## src/rtl/multi_scaler.sv

```systemverilog
// Multi-channel pulse scaler: per-channel edge counters with a period
// snapshot taken on every endcount strobe, plus a one-cycle-latency readout
// port for the snapshot bank.
module multi_scaler #(
    parameter int NCH    = 16,
    parameter int DATA_W = 32,
    parameter int AW     = 6
) (
    input  logic              clk,
    input  logic              rst_n,
    input  logic [NCH-1:0]    din,
    input  logic [1:0]        edge_sel,
    input  logic              enable,
    input  logic              endcount,
    input  logic              rd_en,
    input  logic [AW-1:0]     rd_addr,
    output logic [DATA_W-1:0] rd_data,
    output logic              rd_valid,
    output logic              rd_ovf,
    output logic              rd_err,
    output logic              snap_valid,
    output logic [15:0]       period_cnt
);

    localparam logic [DATA_W-1:0] CNT_MAX = {DATA_W{1'b1}};
    localparam logic [DATA_W-1:0] CNT_ONE = {{(DATA_W-1){1'b0}}, 1'b1};
    localparam logic [AW:0]       NCH_LIM = (AW+1)'(NCH);

    // Saturating increment: a full counter stays at all-ones.
    function automatic logic [DATA_W-1:0] sat_inc(input logic [DATA_W-1:0] v);
        if (v == CNT_MAX) begin
            sat_inc = CNT_MAX;
        end else begin
            sat_inc = v + CNT_ONE;
        end
    endfunction

    logic [NCH-1:0]    sync1_r;
    logic [NCH-1:0]    sync2_r;
    logic [NCH-1:0]    prev_r;
    logic [NCH-1:0]    pulse_r;
    logic [NCH-1:0]    rise_s;
    logic [NCH-1:0]    fall_s;
    logic [NCH-1:0]    edge_s;
    logic [NCH-1:0]    gated_s;
    logic [DATA_W-1:0] cnt_r      [NCH];
    logic [DATA_W-1:0] snap_r     [NCH];
    logic [NCH-1:0]    ovf_r;
    logic [NCH-1:0]    snap_ovf_r;
    logic [DATA_W-1:0] sel_data_s;
    logic              sel_ovf_s;
    logic              addr_ok_s;

    // Two-flop synchroniser, previous-sample flop and registered edge pulse.
    always_ff @(posedge clk or negedge rst_n) begin
        if (!rst_n) begin
            sync1_r <= '0;
            sync2_r <= '0;
            prev_r  <= '0;
            pulse_r <= '0;
        end else begin
            sync1_r <= din;
            sync2_r <= sync1_r;
            prev_r  <= sync2_r;
            pulse_r <= edge_s;
        end
    end

    // Edge selection; the 11 code behaves like falling-edge mode.
    always_comb begin
        rise_s = sync2_r & ~prev_r;
        fall_s = ~sync2_r & prev_r;
        edge_s = '0;
        case (edge_sel)
            2'b01:   edge_s = rise_s;
            2'b10:   edge_s = rise_s | fall_s;
            default: edge_s = fall_s;
        endcase
    end

    assign gated_s = pulse_r & {NCH{enable}};

    // Per-channel counters, sticky overflow and snapshot capture at endcount.
    always_ff @(posedge clk or negedge rst_n) begin
        if (!rst_n) begin
            for (int i = 0; i < NCH; i++) begin
                cnt_r[i]  <= '0;
                snap_r[i] <= '0;
            end
            ovf_r      <= '0;
            snap_ovf_r <= '0;
        end else begin
            for (int i = 0; i < NCH; i++) begin
                if (endcount) begin
                    // A pulse landing on the boundary belongs to the new period.
                    snap_r[i]     <= cnt_r[i];
                    snap_ovf_r[i] <= ovf_r[i];
                    cnt_r[i]      <= gated_s[i] ? CNT_ONE : '0;
                    ovf_r[i]      <= 1'b0;
                end else if (gated_s[i]) begin
                    cnt_r[i] <= sat_inc(cnt_r[i]);
                    ovf_r[i] <= ovf_r[i] | (sat_inc(cnt_r[i]) == CNT_MAX);
                end
            end
        end
    end

    // Snapshot readout multiplexer with address range check.
    always_comb begin
        sel_data_s = '0;
        sel_ovf_s  = 1'b0;
        addr_ok_s  = ({1'b0, rd_addr} < NCH_LIM);
        for (int i = 0; i < NCH; i++) begin
            sel_data_s = sel_data_s | (snap_r[i] & {DATA_W{({1'b0, rd_addr} == (AW+1)'(i))}});
            sel_ovf_s  = sel_ovf_s | (snap_ovf_r[i] & ({1'b0, rd_addr} == (AW+1)'(i)));
        end
    end

    // Readout register: captures the pre-update snapshot, holds between reads.
    always_ff @(posedge clk or negedge rst_n) begin
        if (!rst_n) begin
            rd_data  <= '0;
            rd_valid <= 1'b0;
            rd_ovf   <= 1'b0;
            rd_err   <= 1'b0;
        end else begin
            rd_valid <= rd_en;
            if (rd_en) begin
                rd_data <= addr_ok_s ? sel_data_s : '0;
                rd_ovf  <= addr_ok_s & sel_ovf_s;
                rd_err  <= ~addr_ok_s;
            end
        end
    end

    // Period bookkeeping: snapshot-ready pulse and wrapping period counter.
    always_ff @(posedge clk or negedge rst_n) begin
        if (!rst_n) begin
            snap_valid <= 1'b0;
            period_cnt <= 16'd0;
        end else begin
            snap_valid <= endcount;
            if (endcount) begin
                period_cnt <= period_cnt + 16'd1;
            end
        end
    end

endmodule

```

## config.mk

```make
export PLATFORM = sky130hd
export DESIGN_NAME = multi_scaler
export DESIGN_NICKNAME = d
export VERILOG_FILES = /design/src/rtl/multi_scaler.sv
export SDC_FILE = /design/constraint.sdc
export NUM_CORES = 2
export LEC_CHECK = 0
export CAP_MARGIN = 20
export CORE_MARGIN = 8
export CORE_UTILIZATION = 65
export DETAILED_ROUTE_END_ITERATION = 6
export PLACE_DENSITY = 0.83
export SLEW_MARGIN = 20
export SYNTH_ARGS = -nofsm -noshare
export SYNTH_HDL_FRONTEND = slang
export SYNTH_SLANG_ARGS = --single-unit
```

## constraint.sdc

```tcl
create_clock -name clk -period 6.9 [get_ports clk]
set_input_delay 1.38 -clock clk [delete_from_list [all_inputs] [get_ports clk]]
set_output_delay 1.38 -clock clk [all_outputs]
set_load 0.01 [all_outputs]
```

=== After elaboration in Yosys (flattened, before gate mapping) ===
Index checks and enable logic that the tools add are counted.

* Add/subtract/negate cells: 17
* Order comparisons: 1
* Equality and inequality tests: 49
* Muxes and demuxes: 114
* Bitwise logic cells: 86
* Reduce and logical (&&, ||, !) cells: 17

{| class="wikitable"
|+ Operator list
! cell !! count
|-
| 32-bit two-way mux || 65
|-
| 32-bit == test, second input constant || 32
|-
| 32-bit by 1-bit adder with 32-bit output, second input constant || 16
|-
| 32-bit bitwise AND || 16
|-
| 32-bit bitwise OR || 15
|-
| 16-bit bitwise AND || 3
|-
| 6-bit by 4-bit == test with 1-bit output, second input constant || 8
|-
| 1-bit two-way mux || 48
|-
| 16-bit inverter || 2
|-
| 16-bit case mux with 2 select lines || 1
|-
| 2-bit nonzero test || 16
|-
| 1-bit bitwise OR || 31
|-
| 6-bit by 3-bit == test with 1-bit output, second input constant || 4
|-
| 1-bit bitwise AND || 17
|-
| 16-bit by 1-bit adder with 16-bit output, second input constant || 1
|-
| 16-bit bitwise OR || 1
|-
| 6-bit by 2-bit == test with 1-bit output, second input constant || 2
|-
| 6-bit by 1-bit == test with 1-bit output, second input constant || 1
|-
| 6-bit logical NOT || 1
|-
| 6-bit by 5-bit less-than comparator with 1-bit output, second input constant || 1
|-
| 2-bit by 1-bit == test with 1-bit output, second input constant || 1
|-
| 2-bit == test, second input constant || 1
|-
| 1-bit inverter || 1
|}

* Bits in registers: 1172
* Bits of input ports: 29
* Logic and storage cells: 343

=== Logic depth before layout (Yosys ltp) ===
* Depth in word-level cells: 18
* Depth in mapped cells: 12
* Depth with buffers taken out: 8

=== Worst setup path after synthesis ===
No wires, ideal clock.

* Kind: input-to-reg
* From: in rd_addr[4]
* To: reg rd_data[22]
* Setup time: 0.083 ns
* Arrival time: 3.309 ns
* Path slack: 3.508 ns
* Stages on the path: 8
* Path buffers: 2
* Cell sequence: or4_1 nor3_1 clkbuf_1 clkbuf_1 a22oi_1 nand4_1 nor2_1 o22ai_1

* Cells in the longest elaborated chain, start to end: 18

{| class="wikitable"
|+ RTL lines
! element !! RTL line !! text
|-
| from (decl) || 16 || <nowiki>input logic [AW-1:0] rd_addr,</nowiki>
|-
| 6-bit by 1-bit == test with 1-bit output or 6-bit logical NOT (tied branches) || 114 || <nowiki>sel_data_s = sel_data_s | (snap_r[i] & {DATA_W{({1'b0, rd_addr} == (AW+1)'(i))}});</nowiki>
|-
| 32-bit bitwise AND || 114 ||
|-
| 32-bit bitwise OR (15 in series) || 114 ||
|-
| 32-bit two-way mux * || 129 || <nowiki>rd_data <= addr_ok_s ? sel_data_s : '0;</nowiki>
|-
| to (signal assigned) || 129 ||
|-
| to (decl) || 17 || <nowiki>output logic [DATA_W-1:0] rd_data,</nowiki>
|}

Mark *: on every way between the ends. The rest lies on a longest branch, timed or not.
A chain may end at the register's enable or synchronous reset.

=== Worst setup path in the final report ===
* From: reg cnt_r[64] in the netlist's numbering
* To: reg ovf_r[13]

* Cells in the longest elaborated chain, start to end: 8

{| class="wikitable"
|+ RTL lines
! element !! RTL line !! text
|-
| from (decl) || 46 || <nowiki>logic [DATA_W-1:0] cnt_r [NCH];</nowiki>
|-
| from (signal, indexed assignment) || 98 || <nowiki>cnt_r[i] <= gated_s[i] ? CNT_ONE : '0;</nowiki>
|-
| from (signal, indexed assignment) || 101 || <nowiki>cnt_r[i] <= sat_inc(cnt_r[i]);</nowiki>
|-
| 32-bit by 1-bit adder with 32-bit output or 32-bit == test (tied branches) || 34, 31 ||
|-
| 32-bit two-way mux * || 31 || <nowiki>if (v == CNT_MAX) begin</nowiki>
|-
| 32-bit two-way mux * || 100 || <nowiki>end else if (gated_s[i]) begin</nowiki>
|-
| 32-bit two-way mux * || 94 || <nowiki>if (endcount) begin</nowiki>
|-
| 32-bit == test * || 102 || <nowiki>ovf_r[i] <= ovf_r[i] | (sat_inc(cnt_r[i]) == CNT_MAX);</nowiki>
|-
| 1-bit bitwise OR * || 102 ||
|-
| 1-bit two-way mux * || 100 ||
|-
| 1-bit two-way mux * || 94 ||
|-
| to (signal, indexed assignment) || 102 ||
|-
| to (decl) || 48 || <nowiki>logic [NCH-1:0] ovf_r;</nowiki>
|}

Mark *: on every way between the ends. The rest lies on a longest branch, timed or not. The select of a mux whose other input is x is not followed.

==> flow_metrics.tcl <==
set metrics [dict create \
    p_per_area_nw_per_um2 220 \
    relSlewSlack 0.246 \
    drive_gt1_frac 0.146 \
    hold_buffers 0 \
    p_leak_nw 27.7 \
    mostFrequentLayoutCells "dfrtp_1, mux2_2, nor2_1, nand2_1, a21oi_1" \
    hold_violations 0 \
    dieWidth_um 323 \
    ys.warnings.count 0 \
    min_period_over_period 0.579 \
    cts_max_level 3 \
    antenna_found_initial 17 \
    wl_um 223000 \
    post_cts_buffers 0 \
    synth_area_um2 61300 \
    max_cap_violations 0 \
    synth_fp_nets 6263 \
    mostFrequentLayoutCell "dfrtp_1" \
    ir_drop_uv 216 \
    cpPeakStageDelay_ns 0.77 \
    arrival_ns 4.67 \
    critical_path.slowest_cell "nor3_2" \
    clk_latency_ns 0.75 \
    topRoutingLayerUsed "met5" \
    grt_max_degree 203 \
    synth_ff_type "dfrtp_1" \
    cts.clk_slew.worst_paths_ns 0.07 \
    start_util 0.657 \
    crit_type "reg -> reg" \
    total_power_w 0.0147 \
    cp_num_buf_inv 0 \
    fin_setup_tns_ns 0 \
    wl_met1_um 83800 \
    ys_top_cells_by_area "dfrtp_1, mux2_2, nor2_1" \
    fp.dieArea_um2 104000 \
    coreArea_um2 93300 \
    route.detailed.drc 0 \
    cp.required_ns 7.58 \
    cts_resized 0 \
    ys_ff_latch 1172 \
    synth_largest_area_cell "dfrtp_1" \
    synthArstFlopShare 1.00 \
    skew_ns 0.0335 \
    fmax_ghz 0.250 \
    avgViaCountPerCell 7.33 \
    first_global_vias 49000 \
    die_h_um 323 \
    vias 53700 \
    place_congestion 1.13 \
    root_buffer "clkbuf_16" \
    path_max_fanout 15 \
    wl_met3_um 29200 \
    io_buffer_count 80 \
    cts_inserted_buffers 120 \
    drt_iter0_drc 8520 \
    worstSetupEndpointType "flop" \
    grt_overflow 0 \
    yosysSeqAreaShare 0.478 \
    worstPathCellList "ha_1 -> nand3_1 -> nor3_2 -> nand4b_1 -> and3_1 -> or3_1 -> nor4_1 -> a22o_1" \
    grt_setup_unrepaired "no" \
    ant_nets 0 \
    dpl.hpwl_um 160000 \
    nets 6046 \
    slew_viol_final 0 \
    netlist_instances 6183 \
    start_kind "flop" \
    first_pass_iters 6 \
    post-route-min-period_ns 4.00 \
    syn_avg_cell_area_um2 9.91 \
    num_io_pins 81 \
    tightest_slew_ns 1.13 \
    track_usage 0.421 \
    cts.sinks 1172 \
    wl_met2_um 92500 \
    netlist.area_leader.share 0.478 \
    hp-class "reg -> reg" \
    grt_pass1_wl_um 331000 \
    synth_cell_types 89 \
    fp-row-count 112 \
    post_drt_wl_per_cell_um 30.4 \
    cts_tree "built" \
    cp_top_family "simple AND/OR/NAND/NOR gates" \
    clock_path_buffers 3 \
    area_growth_pct 8.62 \
    status "completed" \
    setup_viol 0 \
    synth_edf_count 0 \
    reg.largest.list "cnt_r x512, snap_r x512, rd_data x32" \
]
-- path summary, 6_finish.rpt --
path	from	end	slack (ns)	cells after the start
worst max-delay path	cnt_r[64]	ovf_r[13]	2.90	8
worst min register to register	sync1_r[7]	sync2_r[7]	0.34	0
worst max register to register	cnt_r[64]	ovf_r[13]	2.90	8
max in group asynchronous	rst_n	cnt_r[369]	4.63	2
worst min-delay path	sync1_r[7]	sync2_r[7]	0.34	0
min in group asynchronous	rst_n	period_cnt[10]	0.69	1
-- worst register-to-register path, delay by kind of cell (launching register included) --
kind                     cells  cell delay, ns
AND/OR/NAND/NOR              6            2.99
adder cells (fa/ha/maj)      1            0.29
AO/OA/AOI/OAI                1            0.17
flip-flops                   1            0.50
-- stage by stage --
step / setup WS (ns) / std cells / utilization / instance area (µm²) / hold slack [ns]
floorplan: 3.51 / 6183 / - / 61300 / 0.331
global placement: 2.41 / 7098 / 0.669 / 62400 / 0.332
detailed placement: 2.32 / 7098 / 0.669 / 62400 / 0.335
CTS: 3.10 / 7316 / 0.713 / 66500 / 0.345
global route: 2.77 / 7316 / 0.713 / 66600 / 0.351
finish: 2.90 / 7328 / 0.713 / 66600 / 0.345
-- kinds of logic (layout without fill, tap and decap cells) --
family	after synthesis	count (layout)	share of synthesized area
compound gates	1480	1480	0.165
xor+xnor	145	145	0.0207
fa+ha+maj	51	51	0.0104
buf+inv	626	505	0.0396
flops	1172	1172	0.478
mux	591	591	0.107
other cells	0	12	0
simple gates	2118	2118	0.178
-- cells in the mapped netlist, types with 13 or more instances --
master	count
a211o_1	21
a211oi_1	78
a21oi_1	342
a221oi_1	77
a22o_1	70
a22oi_1	145
a311oi_1	135
a31oi_1	100
a41oi_1	23
and2_1	60
and3_1	106
and4_1	83
buf_1	13
buf_2	51
clkbuf_1	407
dfrtp_1	1172
ha_1	51
inv_1	148
mux2_2	538
mux2i_1	53
nand2_1	427
nand2b_1	19
nand3_1	316
nand4_1	183
nand4b_1	19
nor2_1	458
nor2b_1	24
nor3_1	195
nor3b_1	16
nor4_1	79
o211a_1	22
o211ai_1	16
o21a_1	44
o21ai_0	237
o221a_2	17
o22ai_1	57
o31ai_1	14
or2_2	13
or3_1	24
or4_1	30
xnor2_1	97
xor2_1	48
-- layout make-up --
cell class | count | area [µm²]
multi-input cells | 4385 | 29600
clock inverters | 52 | 662
well taps | 1254 | 1570
repair buffers | 138 | 1380
flip-flops and latches | 1172 | 29300
fillers | 6898 | 26700
diodes | 12 | 30.0
clock buffers | 166 | 3450
inverters | 149 | 562
-- where the power goes --
group,total [W],leakage (nW),switching (W),internal (W)
logic,0.000714,9.52,0.000497,0.000216
clock network,0.00683,2.01,0.00286,0.00396
registers,0.00711,16.2,0.000150,0.00696
-- routing by layer --
layer  vias up  GRT usage
met5         -          0
met4         6      0.249
met3       775      0.140
met2      3435      0.589
met1     26700      0.570
li1      22800          -
Power figures use the tool's default switching activity.
